### src/rtl/srt_fb_pkg.sv
// Shared definitions for the SNES framebuffer reader and the PPU converter:
// register map, prefetch FSM states, STATUS/CONTROL bit positions and buffer size.
package srt_fb_pkg;

   localparam int FB_BYTES_DEFAULT = 32000;

   typedef enum logic [2:0] {
      REG_STATUS  = 3'd0,
      REG_ADDR_LO = 3'd1,
      REG_ADDR_HI = 3'd2,
      REG_DATA    = 3'd3,
      REG_CONTROL = 3'd4,
      REG_CSUM_LO = 3'd5,
      REG_CSUM_HI = 3'd6
   } snes_reg_t;

   typedef enum logic [1:0] {
      FS_Fetch = 2'd0,
      FS_Wait  = 2'd1,
      FS_Valid = 2'd2
   } fetch_state_t;

   localparam int STATUS_FRAME_READY_BIT = 0;
   localparam int STATUS_DISPLAY_BIT     = 1;
   localparam int STATUS_OVERRUN_BIT     = 2;
   localparam int CONTROL_RELEASE_BIT    = 0;
   localparam int CONTROL_CLR_OVR_BIT    = 1;

   // Data-port increment that wraps the last byte of a buffer back to zero.
   function automatic logic [14:0] fb_addr_inc(input logic [14:0] addr, input logic [14:0] last_addr);
      if (addr >= last_addr) begin
         return 15'd0;
      end else begin
         return addr + 15'd1;
      end
   endfunction

endpackage

### src/rtl/snes_fb_reader.sv
// SNES-side reader of the double-buffered 8bpp framebuffer with prefetching data port.
// Optional feature macro: SRT_FB_CHECKSUM_EN adds a 16-bit sum of all DATA-port bytes.
module snes_fb_reader
   import srt_fb_pkg::*;
#(
   parameter int RAM_LATENCY = 2,
   parameter int FB_BYTES    = FB_BYTES_DEFAULT
) (
   input  logic        clock,
   input  logic        reset,
   input  logic        conv_done_tick,
   input  logic        conv_active,
   output logic        write_buffer_sel,
   output logic [15:0] fb_read_address,
   input  logic [7:0]  fb_read_data,
   input  logic [2:0]  snes_reg,
   input  logic        snes_read_strobe,
   input  logic        snes_write_strobe,
   input  logic [7:0]  snes_write_data,
   output logic [7:0]  snes_read_data,
   output logic        frame_ready,
   output logic [63:0] debug
);

   localparam logic [2:0]  LATENCY   = 3'(RAM_LATENCY);
   localparam logic [14:0] LAST_ADDR = 15'(FB_BYTES - 1);

   fetch_state_t state;
   logic [2:0]   counter;
   logic [14:0]  address;
   logic [7:0]   prefetch;
   logic         display_buffer;
   logic         overrun;
   logic         swap_pending;
   logic [15:0]  swap_count;
   logic [15:0]  csum_value;

   snes_reg_t    reg_sel;
   logic         data_read;
   logic         addr_lo_write;
   logic         addr_hi_write;
   logic         release_req;
   logic         clear_overrun;
   logic         have_frame;
   logic         swap_now;
   logic         defer_swap;
   logic [14:0]  addr_candidate;
   logic [14:0]  addr_written;

   // Decode SNES register accesses and the swap decision for this cycle.
   always_comb begin
      reg_sel        = snes_reg_t'(snes_reg);
      data_read      = snes_read_strobe & ~snes_write_strobe & (reg_sel == REG_DATA);
      addr_lo_write  = snes_write_strobe & (reg_sel == REG_ADDR_LO);
      addr_hi_write  = snes_write_strobe & (reg_sel == REG_ADDR_HI);
      release_req    = snes_write_strobe & (reg_sel == REG_CONTROL) & snes_write_data[CONTROL_RELEASE_BIT];
      clear_overrun  = snes_write_strobe & (reg_sel == REG_CONTROL) & snes_write_data[CONTROL_CLR_OVR_BIT];
      have_frame     = frame_ready | conv_done_tick;
      swap_now       = ~conv_active & ((release_req & have_frame) | swap_pending);
      defer_swap     = conv_active & release_req & have_frame;
      if (addr_hi_write) begin
         addr_candidate = {snes_write_data[6:0], address[7:0]};
      end else begin
         addr_candidate = {address[14:8], snes_write_data};
      end
      if (addr_candidate > LAST_ADDR) begin
         addr_written = 15'd0;
      end else begin
         addr_written = addr_candidate;
      end
   end

   // Buffer ownership, address pointer, sticky flags and the prefetch FSM.
   always_ff @(posedge clock) begin
      if (reset) begin
         state            <= FS_Fetch;
         counter          <= 3'd0;
         address          <= 15'd0;
         prefetch         <= 8'h00;
         write_buffer_sel <= 1'b0;
         display_buffer   <= 1'b1;
         frame_ready      <= 1'b0;
         overrun          <= 1'b0;
         swap_pending     <= 1'b0;
         swap_count       <= 16'd0;
         csum_value       <= 16'd0;
      end else begin
         if (swap_now) begin
            write_buffer_sel <= ~write_buffer_sel;
            display_buffer   <= ~display_buffer;
            frame_ready      <= 1'b0;
            swap_pending     <= 1'b0;
            address          <= 15'd0;
            state            <= FS_Fetch;
            swap_count       <= swap_count + 16'd1;
            csum_value       <= 16'd0;
         end else begin
            if (conv_done_tick) begin
               frame_ready <= 1'b1;
            end
            if (defer_swap) begin
               swap_pending <= 1'b1;
            end
            if (addr_lo_write || addr_hi_write) begin
               // Any pointer move abandons an in-flight fetch so stale data never lands.
               address <= addr_written;
               state   <= FS_Fetch;
               if (addr_hi_write) begin
                  csum_value <= 16'd0;
               end
            end else if (data_read) begin
               address    <= fb_addr_inc(address, LAST_ADDR);
               state      <= FS_Fetch;
               csum_value <= csum_value + {8'h00, prefetch};
               if (state != FS_Valid) begin
                  overrun <= 1'b1;
               end
            end else begin
               case (state)
                  FS_Fetch: begin
                     counter <= LATENCY;
                     state   <= FS_Wait;
                  end
                  FS_Wait: begin
                     if (counter == 3'd0) begin
                        prefetch <= fb_read_data;
                        state    <= FS_Valid;
                     end else begin
                        counter <= counter - 3'd1;
                     end
                  end
                  FS_Valid: begin
                     state <= FS_Valid;
                  end
                  default: begin
                     state <= FS_Fetch;
                  end
               endcase
            end
         end
         if (clear_overrun) begin
            overrun <= 1'b0;
         end
      end
   end

   assign fb_read_address = {display_buffer, address};

   // Register read mux; reads never change state here, only the DATA side effects above.
   always_comb begin
      case (reg_sel)
         REG_STATUS:  snes_read_data = {5'b00000, overrun, display_buffer, frame_ready};
         REG_ADDR_LO: snes_read_data = address[7:0];
         REG_ADDR_HI: snes_read_data = {1'b0, address[14:8]};
         REG_DATA:    snes_read_data = prefetch;
         REG_CONTROL: snes_read_data = {6'b000000, swap_pending, 1'b0};
`ifdef SRT_FB_CHECKSUM_EN
         REG_CSUM_LO: snes_read_data = csum_value[7:0];
         REG_CSUM_HI: snes_read_data = csum_value[15:8];
`else
         REG_CSUM_LO: snes_read_data = 8'h00;
         REG_CSUM_HI: snes_read_data = 8'h00;
`endif
         default:     snes_read_data = 8'h00;
      endcase
   end

   assign debug = {6'd0, state, swap_count, 1'b0, address, prefetch,
                   5'd0, counter, 4'd0, swap_pending, overrun, display_buffer, frame_ready};

endmodule

### config.mk
export PLATFORM = sky130hd
export DESIGN_NAME = snes_fb_reader
export DESIGN_NICKNAME = d
export VERILOG_FILES = /design/src/rtl/srt_fb_pkg.sv /design/src/rtl/snes_fb_reader.sv
export SDC_FILE = /design/constraint.sdc
export NUM_CORES = 1
export LEC_CHECK = 0
export CAP_MARGIN = 20
export CELL_PAD_IN_SITES_DETAIL_PLACEMENT = 1
export CELL_PAD_IN_SITES_GLOBAL_PLACEMENT = 1
export CORE_ASPECT_RATIO = 1.1
export CORE_MARGIN = 2
export CORE_UTILIZATION = 36
export DETAILED_ROUTE_END_ITERATION = 8
export PLACE_DENSITY = 0.95
export SLEW_MARGIN = 10
export SYNTH_ARGS = -nofsm -noshare
export SYNTH_HDL_FRONTEND = slang
export SYNTH_SLANG_ARGS = --single-unit
### constraint.sdc
create_clock -name clock -period 4.2 [get_ports clock]
set_input_delay 0.42 -clock clock [delete_from_list [all_inputs] [get_ports clock]]
set_output_delay 0.42 -clock clock [all_outputs]
set_load 0.005 [all_outputs]
### Yosys cells after proc, flatten, opt, wreduce, memory -nomap -nowiden

Cells that the tools add are included.

| word-level totals | value |
|---|---|
| logic and storage cells | 66 |
| flip-flop bits (word level) | 49 |
| output and inout port bits | 90 |

| cells by class | value |
|---|---|
| eq/ne operators | 9 |
| mux-type cells | 10 |
| reduce and logical (&&, ||, !) cells | 12 |
| bitwise operators | 20 |
| add/subtract/negate cells | 3 |
| magnitude comparators | 2 |

Operators by type and width:

| operator | count |
|---|---|
| $mux W15 | 5 |
| $pmux W8 S5 | 1 |
| $add A16 B1 Y16 const B | 1 |
| $add A15 B1 Y15 const B | 1 |
| $ge A15 B15 Y1 const B | 1 |
| $gt A15 B15 Y1 const B | 1 |
| $and A1 B1 Y1 | 11 |
| $reduce_and A5 Y1 | 2 |
| $not A1 Y1 | 7 |
| $eq A3 B2 Y1 const B | 2 |
| $logic_not A3 Y1 | 2 |
| $ne A2 B2 Y1 const B | 3 |
| $pmux W2 S3 | 1 |
| $pmux W3 S2 | 1 |
| $reduce_and A4 Y1 | 1 |
| $reduce_bool A2 Y1 | 2 |
| $reduce_or A2 Y1 | 2 |
| $reduce_or A4 Y1 | 1 |
| $eq A3 B1 Y1 const B | 1 |
| $eq A3 B3 Y1 const B | 1 |
| $mux W3 | 1 |
| $sub A3 B1 Y3 const B | 1 |
| $eq A2 B1 Y1 const B | 1 |
| $eq A2 B2 Y1 const B | 1 |
| 4 further kinds | 5 |

### Longest topological paths before layout

| logic depth | value |
|---|---|
| depth in word-level cells | 8 |
| gate-level depth with buffers | 8 |
| mapped depth without buffers | 7 |

### Worst setup path before layout

Ideal clock, no wire load.

| path | value |
|---|---|
| path type | input -> register |
| from | input snes_reg[1] |
| to | register swap_count[15] |
| buffers on the path | 1 |
| arrival | 2,010 ps |
| slack | 2,120 ps |
| cell stages on the path | 6 |
| path through | buf_4 and4bb_2 a31oi_4 or4_4 or3_1 a21oi_1 |

| on the way | value |
|---|---|
| cells in the longest elaborated chain, start to end | 6 |

RTL lines:

| element | RTL line | source |
|---|---|---|
| start, declared | snes_fb_reader.sv:16 | `input logic [2:0] snes_reg,` |
| $eq A3 B3 Y1 | snes_fb_reader.sv:56 | `release_req = snes_write_strobe & (reg_sel == REG_CONTROL) & snes_write_data[CONTROL_RELEASE_BIT];` |
| $and A1 B1 Y1 (2 in a row) | snes_fb_reader.sv:56 |  |
| $and A1 B1 Y1 | snes_fb_reader.sv:59 | `swap_now = ~conv_active & ((release_req & have_frame) \| swap_pending);` |
| $or A1 B1 Y1 | snes_fb_reader.sv:59 |  |
| $and A1 B1 Y1 | snes_fb_reader.sv:59 |  |
| end signal, assigned | snes_fb_reader.sv:95 | `swap_count <= swap_count + 16'd1;` |
| end, declared | snes_fb_reader.sv:35 | `logic [15:0] swap_count;` |

No other way between the ends.
A chain may end at the register's enable or synchronous reset.

### Worst setup path in the final report

| path | value |
|---|---|
| from | input snes_reg[1] |
| to | output snes_read_data[1] |

| on the way | value |
|---|---|
| cells in the longest elaborated chain, start to end | 2 |
| elaborated cells between the ends (all ways) | 6 |

RTL lines:

| element | RTL line | source |
|---|---|---|
| $eq A3 B3 Y1 (tied with other cells) | snes_fb_reader.sv:151 | `case (reg_sel)` |
| $pmux W8 S5 * | snes_fb_reader.sv:151 |  |
| end, declared | snes_fb_reader.sv:20 | `output logic [7:0] snes_read_data,` |

Mark *: on every way between the ends. The rest lies on a longest branch, timed or not.

==> results_dict.tcl <==
set metrics [dict create \
    clock_tree.root_cell "clkbuf_8" \
    reg2regPathDepth 5 \
    totalWireLength_mm 11.6 \
    irDropWorstVdd_mv 0.122 \
    synth_edf_count 0 \
    dieArea_mm2 0.0103 \
    dieHeight_um 106 \
    cts_setup_buffers 0 \
    cts_buffers 5 \
    core-area_mm2 0.00931 \
    dr_total_vias 3518 \
    reg2reg_from "address[8]" \
    yosys.area.top_type_share 0.286 \
    via_per_inst 5.71 \
    total_count_of_max_transition_violations_in_the_final_report 0 \
    max-clock-path-buffers 2 \
    maxCapViolCount 0 \
    postSynthRegisterBits 49 \
    antenna_violations_before_repair 0 \
    capture_point_of_the_worst_reg_to_reg_path "address[0]" \
    min_delay_path_depth 2 \
    setup_tns_ns 0 \
    tightestPinTransition_ns 1.03 \
    synth_async_sr_flop_share 0 \
    flow.area_growth_from_synthesis_pct 27.9 \
    worst-setup-path-type "in2out" \
    route.detailed.wl_per_inst_um 18.9 \
    chipWidth_um 97.0 \
    crit_arrival_ns 2.56 \
    final_hold_viol_count 0 \
    latest_clock_arrival_within_the_worst_skew_pair_ns 0.32 \
    clk_transition_reported_paths_ns 0.10 \
    grt_max_degree 33 \
    yosysWarnings 0 \
    syn-mean-instance-area_um2 7.91 \
    synth_top_cells_by_count "dfxtp_1 (49), nor2_1 (39), buf_4 (37), nand2_1 (37), o21ai_0 (25)" \
    setup.worst_path.end_class "primary output" \
    routabilityCongestion 0.957 \
    worstHoldStart "counter[0]" \
    timing.hold.worst.class "reg2reg" \
    detail_route.first_pass.iterations 4 \
    clkSinkCount 49 \
    fin_util 0.471 \
    post_synth_instance_area_mm2 0.00343 \
    dp.final_hpwl_mm 8.84 \
    power_leakage_nw 1.53 \
    post_route_cells_drive_above_1_share 0.0581 \
    cts.htree.levels 2 \
    final.period_utilization 0.710 \
    fin_worst_skew_ns 0.0172 \
    filler_cell_count 1117 \
    cts_tree "built" \
    post_synth_num_cell_types 61 \
    power_density_mw_per_mm2 258 \
    synth_top_flop_cell "dfxtp_1" \
    worst_hold_path.endpoint "counter[0]" \
    setup_viol 0 \
    cts_stage_hold_buffer_count 0 \
    critPathMaxFanout 19 \
    layout_min_cycle_time_ns 2.98 \
    synth_top_cells_by_area "dfxtp_1 (29%), buf_4 (8.1%), nor2_1 (4.3%), nand2_1 (4.1%), xnor2_1 (3.8%)" \
    start_util 0.368 \
    grt_setup_unrepaired "no" \
    vias_in_the_first_global_route 3676 \
    grt_pass1_wl_mm 19.3 \
    post-route-drc-count 0 \
    n_diodes 0 \
    floorplan.io_pins 115 \
    seq_area_frac_synth 0.286 \
    fp-row-count 37 \
    status "completed" \
    initialDrtViolationCount 251 \
    regToRegSetupSlack_ns 1.56 \
    grt_overflow 0 \
    max_slew_margin 0.314 \
    antenna_viol_nets_final 0 \
    cts_repair_resize_count 0 \
    synth_cells 433 \
    critPathRequiredTime_ns 3.78 \
    port-buffer-count 98 \
    final_net_count 531 \
    timing.critical_path.from_type "primary input" \
    groute.usage.overall 0.227 \
    synth_area_leader_cell "dfxtp_1" \
    yosysMostFrequentCell "dfxtp_1" \
    timing.fmax_mhz 335 \
]
==> area by class of cell <==
| type | instances | area [um2] | area share |
|---|---|---|---|
| Timing Repair Buffer | 106 | 1040 | 0.237 |
| Clock inverter | 3 | 25.0 | 0.00571 |
| Tap cell | 117 | 146 | 0.0334 |
| Inverter | 9 | 33.8 | 0.00771 |
| Multi-Input combinational cell | 327 | 2090 | 0.476 |
| Sequential cell | 49 | 981 | 0.224 |
| Clock buffer | 5 | 68.8 | 0.0157 |
==> kinds of logic (layout without fill, tap and decap cells) <==
logic type | count (synthesis) | in the layout | synth area share
AO/OA/AOI/OAI | 97 | 97 | 0.188
XOR/XNOR | 15 | 15 | 0.0383
adder cells (fa/ha/maj) | 8 | 8 | 0.0292
buffers and inverters | 72 | 123 | 0.123
flip-flops | 49 | 49 | 0.286
multiplexers | 18 | 18 | 0.0646
other | 1 | 16 | 0.00109
AND/OR/NAND/NOR | 173 | 173 | 0.270
==> worst max-delay path, cell delays in order <==
cell,delay (ns)
clkdlybuf4s50_1,0.91
mux4_2,0.58
inv_1,0.07
o32ai_1,0.09
clkdlybuf4s50_1,0.49
==> how the worst max path moves through the flow <==
| stage | start | slack [ns] | cells past startpoint | endpoint |
|---|---|---|---|---|
| final | snes_reg[1] | 1.22 | 5 | snes_read_data[1] |
| after global routing | snes_reg[1] | 1.02 | 7 | address[11] |
| after CTS | snes_reg[1] | 1.21 | 5 | snes_read_data[1] |
| after detailed placement | snes_reg[0] | 0.97 | 7 | address[0] |
| after global placement | snes_reg[1] | 1.14 | 7 | address[0] |
| after floorplan | snes_reg[1] | 2.12 | 6 | swap_count[15] |
==> metrics by stage <==
stage | area [um2] | instances | power [mW] | hold slack, ns | setup WS (ns)
final | 4380 | 616 | 1.13 | 0.514 | 1.22
after global routing | 4380 | 616 | 1.18 | 0.555 | 1.02
after CTS | 4380 | 616 | 1.13 | 0.521 | 1.21
after detailed placement | 4290 | 608 | 0.833 | 0.507 | 0.971
after global placement | 4290 | 608 | 0.814 | 0.471 | 1.14
after floorplan | 3480 | 448 | 0.702 | 0.459 | 2.12
==> state kept, by name (all words and copies together), names as in the netlist <==
name              cells
swap_count           16
address              15
prefetch              8
counter               3
state                 2
display_buffer        1
frame_ready           1
overrun               1
swap_pending          1
write_buffer_sel      1
==> where the power goes <==
part | leakage, nW | switching [mW] | internal, mW
registers | 0.397 | 0.0383 | 0.489
logic | 1.09 | 0.146 | 0.151
clock network | 0.0447 | 0.184 | 0.121
==> cell usage in the layout, fill, tap and decap left out, drive strengths merged, types with 2 or more instances in the layout <==
cell	n
nor4	10
and3	7
and2	2
conb	16
a221oi	2
mux2i	12
a21oi	24
nor4b	5
nor2	39
nand2	37
xnor2	15
o21a	5
nand2b	2
clkbuf	5
nor3b	8
nor4bb	2
clkdlybuf4s50	98
o22ai	2
nand3	13
mux2	3
mux4	3
buf	8
a211oi	5
ha	8
nor2b	11
o211ai	2
o31ai	3
a22oi	7
o21ai	26
nor3	11
a31oi	6
dfxtp	49
a221o	2
inv	10
or4	4
a311o	2
nand4	9
or3	4
and4	4
==> per-layer routing <==
| layer | part of all wire | track usage | vias up |
|---|---|---|---|
| met4 | 0.017 | 0.0825 | 0 |
| met2 | 0.48 | 0.381 | 130 |
| met5 | 0 | 0 | - |
| met1 | 0.44 | 0.294 | 1714 |
| met3 | 0.060 | 0.0348 | 15 |
| li1 | - | - | 1659 |
No activity file was read; power rests on OpenSTA's default activity.
